[src/rtl/hamming_pkg.sv]
// Shared widths, health encoding and the SEC-DED position map for the
// 22-bit codeword produced by the Hamming-protected counter stage.
package hamming_pkg;

  localparam int DATA_W = 16;
  localparam int CODE_W = 22;
  localparam int SYN_W  = 5;
  localparam logic [SYN_W-1:0] MAX_POS = 5'd21;

  typedef enum logic [1:0] {
    H_OK    = 2'b00,
    H_DEG   = 2'b01,
    H_FAULT = 2'b10
  } health_t;

  // Each mask selects the positions whose index has bit k set.
  function automatic logic [SYN_W-1:0] syndrome(input logic [CODE_W-1:0] code);
    logic [SYN_W-1:0] s;
    s[0] = ^(code & 22'h2AAAAA);
    s[1] = ^(code & 22'h0CCCCC);
    s[2] = ^(code & 22'h30F0F0);
    s[3] = ^(code & 22'h00FF00);
    s[4] = ^(code & 22'h3F0000);
    return s;
  endfunction

  // data[0..15] sit at the non-power-of-two positions, ascending.
  function automatic logic [DATA_W-1:0] extract(input logic [CODE_W-1:0] code);
    return {code[21], code[20], code[19], code[18], code[17],
            code[15], code[14], code[13], code[12], code[11], code[10], code[9],
            code[7],  code[6],  code[5],  code[3]};
  endfunction

endpackage

[src/rtl/hamming_syndrome.sv]
// Combinational syndrome and overall parity of one codeword.
module hamming_syndrome
  import hamming_pkg::*;
(
  input  logic [CODE_W-1:0] code_i,
  output logic [SYN_W-1:0]  syn_o,
  output logic              par_o
);

  assign syn_o = syndrome(code_i);
  assign par_o = ^code_i;

endmodule

[config.mk]
export PLATFORM = sky130hd
export DESIGN_NAME = hamming_syndrome
export DESIGN_NICKNAME = d
export VERILOG_FILES = /design/src/rtl/hamming_pkg.sv /design/src/rtl/hamming_syndrome.sv
export SDC_FILE = /design/constraint.sdc
export NUM_CORES = 1
export LEC_CHECK = 0
export ABC_AREA = 1
export CAP_MARGIN = 20
export CORE_MARGIN = 5
export CORE_UTILIZATION = 48
export DETAILED_ROUTE_END_ITERATION = 7
export PLACE_DENSITY = 0.9
export RECOVER_POWER = 50
export SYNTH_ARGS = -nofsm -noshare
export SYNTH_HDL_FRONTEND = slang
export SYNTH_SLANG_ARGS = --single-unit
[constraint.sdc]
create_clock -name vclk -period 1.6
set_input_delay 0.24 -clock vclk [all_inputs]
set_output_delay 0.24 -clock vclk [all_outputs]
set_load 0.02 [all_outputs]
==> summary.md, run 1 <==
| Metric | Value |
|---|---|
| Status | `finished clean` |
| Hold-fix buffers, CTS | `0` |
| Share of the synthesized area in the top cell type | `0.530` |
| Final Power | `0.483 mW` |
| Port Buffers | `28` |
| Total grt overflow | `0` |
| Critical path's most frequent cell | `nand2_1` |
| Worst Setup EP | `syn_o[1]` |
| Vias in the first global route | `699` |
| Clock share of power | `0` |
| Mapped Nets | `161` |
| Int Pwr | `0.217 mW` |
| Syn_area_per_cell | `4.54 um^2` |
| Post-route insts no fill | `192` |
| First-pass GRT wire length | `2500 um` |
| Layout fillers | `100` |
| Initial DRT Pass Iterations | `6` |
| Worst min path class | `primary input to output port` |
| DRC | `0` |
| Crit path cell chain | `clkdlybuf4s15_1, xnor2_2, buf_4, xor2_1, inv_1, nand2_1, nand2_1, buf_6` |
| Met1 WL | `703 um` |
| Slew @ Worst Pin | `198 ps` |
| Combinational share of power | `1.000` |
| Worst setup EP type | `output port` |
| Post-layout util | `0.775` |
| Flop pwr share | `0` |
| Area leader, netlist | `nand2_1` |
| Slew headroom | `0.868` |
| Storage cell area | `0 um^2` |
| Top Layer Used | `met4` |
| Die Span X | `46.2 um` |
| Crit path DAT | `1300 ps` |
| Initial DRC count | `17` |
| DP HPWL | `1390 um` |
| Initial Util | `0.497` |
| Drt total wl | `1810 um` |
| Tot GR Track Use | `0.149` |
| Fmax | `649 MHz` |
| Synth Warn # | `0` |
| Setup crit start kind | `primary input` |
| Crit path kind | `primary input to output port` |
| Clock buf count | `0` |
| Seq cells | `0` |
| Via count | `883` |
| Die H | `46.2 um` |
| Pwr dens | `491 nW/um^2` |
| WL met3 | `85 um` |
| Placed cell count | `188` |
| Worst EP required | `1360 ps` |
| Row count | `13` |
| Largest net degree at the start of global routing | `5` |
| Slowest stage delay, CP | `230 ps` |
| Slew Viols, Final | `0` |
| Routed length per instance | `9.41 um` |
| Number of max-cap violations | `0` |
| Synth top area cells | `nand2_1 53%, xor2_1 17%, inv_1 12%` |
| Die area | `2140 um^2` |
| Post-synthesis cell count | `139` |
| Hold Fails Final Rpt | `0` |
| Layout cells sized above 1 | `0.345` |
| Peak VDD IR | `0.255 mV` |
| Placeable Area | `1270 um^2` |
| Initial antenna violation count | `0` |
| Final Wtd Congestion | `0.760` |
| Final setup vio count | `0` |
| Pleak | `0.660 nW` |
| Area Growth Syn to Fin | `56.0%` |
| I/O pin cnt | `28` |
| P_sw | `0.266 mW` |
| Vias/cell | `4.60` |
| Hold Slack | `1070 ps` |
| Worst setup path startpoint | `code_i[6]` |
| Yosys cell types | `7` |
| Period utilisation layout | `0.963` |
| Sw frac | `0.552` |
| Post-DRT Antenna Nets | `0` |
| CP max stage cell | `clkdlybuf4s15_1` |
| Metal2 WL | `1000 um` |
| Tmin final | `1540 ps` |
| Part of the Yosys area used for sequential elements | `0` |
| CP Max Fanout | `2` |
| ANT cells | `0` |
| Footprint of the multi-input gates | `638 um^2` |
| Mapped cell area | `631 um^2` |
| Nets | `201` |
power by group through the flow:
stage               sequential (mW)  clock, mW  combinational (mW)
floorplan                         0          0               0.255
global placement                  0          0               0.449
detailed placement                0          0               0.460
CTS                               0          0               0.447
global route                      0          0               0.527
finish                            0          0               0.483
cells in the mapped netlist:
library cell and count:
inv_1 20, inv_2 1, nand2_1 89, nand3_1 9, or2_1 1, xnor2_1 7
xor2_1 12
per-layer routing:
layer	GRT usage	vias up
met3	0	2
met5	0	-
met1	0.170	375
met4	0	0
met2	0.313	18
li1	-	488
layout make-up:
| type | instances | share of cell area |
|---|---|---|
| inverters | 21 | 0.0802 |
| multi-input cells | 118 | 0.649 |
| well taps | 15 | 0.0191 |
| repair buffers | 38 | 0.252 |
critical path, delay by kind of cell:
kind	cells	cell delay, ps
buffers and inverters	4	560
AND/OR/NAND/NOR	2	110
XOR/XNOR	2	390
worst min path at each step:
stage,from,to,slack (ps),cells past startpoint
3_5_place_dp,code_i[20],syn_o[2],1840,6
4_1_cts,code_i[15],syn_o[0],1110,6
6_report,code_i[17],syn_o[0],1070,7
5_1_grt,code_i[3],syn_o[1],1130,7
2_1_floorplan,code_i[21],syn_o[2],760,3
3_3_place_gp,code_i[20],syn_o[2],1830,6
repair_timing:
| item | CTS | global route |
|---|---|---|
| pin swaps | 8 | 36 |
| endpoints found under the setup margin | 6 | 6 |
| gates resized for setup | 70 | 51 |
| setup buffers | 2 | 2 |
logic make-up after synthesis:
logic type | synth area share
XOR/XNOR | 0.264
buffers and inverters | 0.125
AND/OR/NAND/NOR | 0.611
stage by stage:
| stage | instance area, um^2 | setup TNS [ps] | worst slack [ps] |
|---|---|---|---|
| after global routing | 983 | -32.2 | -19.3 |
| after detailed placement | 975 | -4340 | -778 |
| final | 983 | 0 | 59.0 |
| after global placement | 975 | -4140 | -735 |
| after floorplan | 631 | 0 | 212 |
| after CTS | 975 | -72.8 | -72.8 |
cells in the final DEF, fill, tap and decap left out:
cell type,Yosys,routed
nand3_1,9,7
buf_6,0,2
nand2_1,89,78
clkbuf_2,0,18
xnor2_4,0,1
xnor2_2,0,4
inv_2,1,8
clkdlybuf4s15_1,0,3
or2_1,1,1
buf_4,0,12
xor2_1,12,12
nand3_2,0,2
buf_2,0,3
nand2_2,0,11
xnor2_1,7,2
inv_1,20,13
No activity file was read; power rests on OpenSTA's default activity.
==> run 2, diff against run 1 <==
--- a/config.mk
+++ b/config.mk
@@ -10,6 +10,7 @@
 export CORE_MARGIN = 5
 export CORE_UTILIZATION = 48
 export DETAILED_ROUTE_END_ITERATION = 7
+export GPL_ROUTABILITY_DRIVEN = 0
 export PLACE_DENSITY = 0.9
 export RECOVER_POWER = 50
 export SYNTH_ARGS = -nofsm -noshare
==> results of run 2 <==
The final DEF is identical to that of run 1; final timing and power are the same.
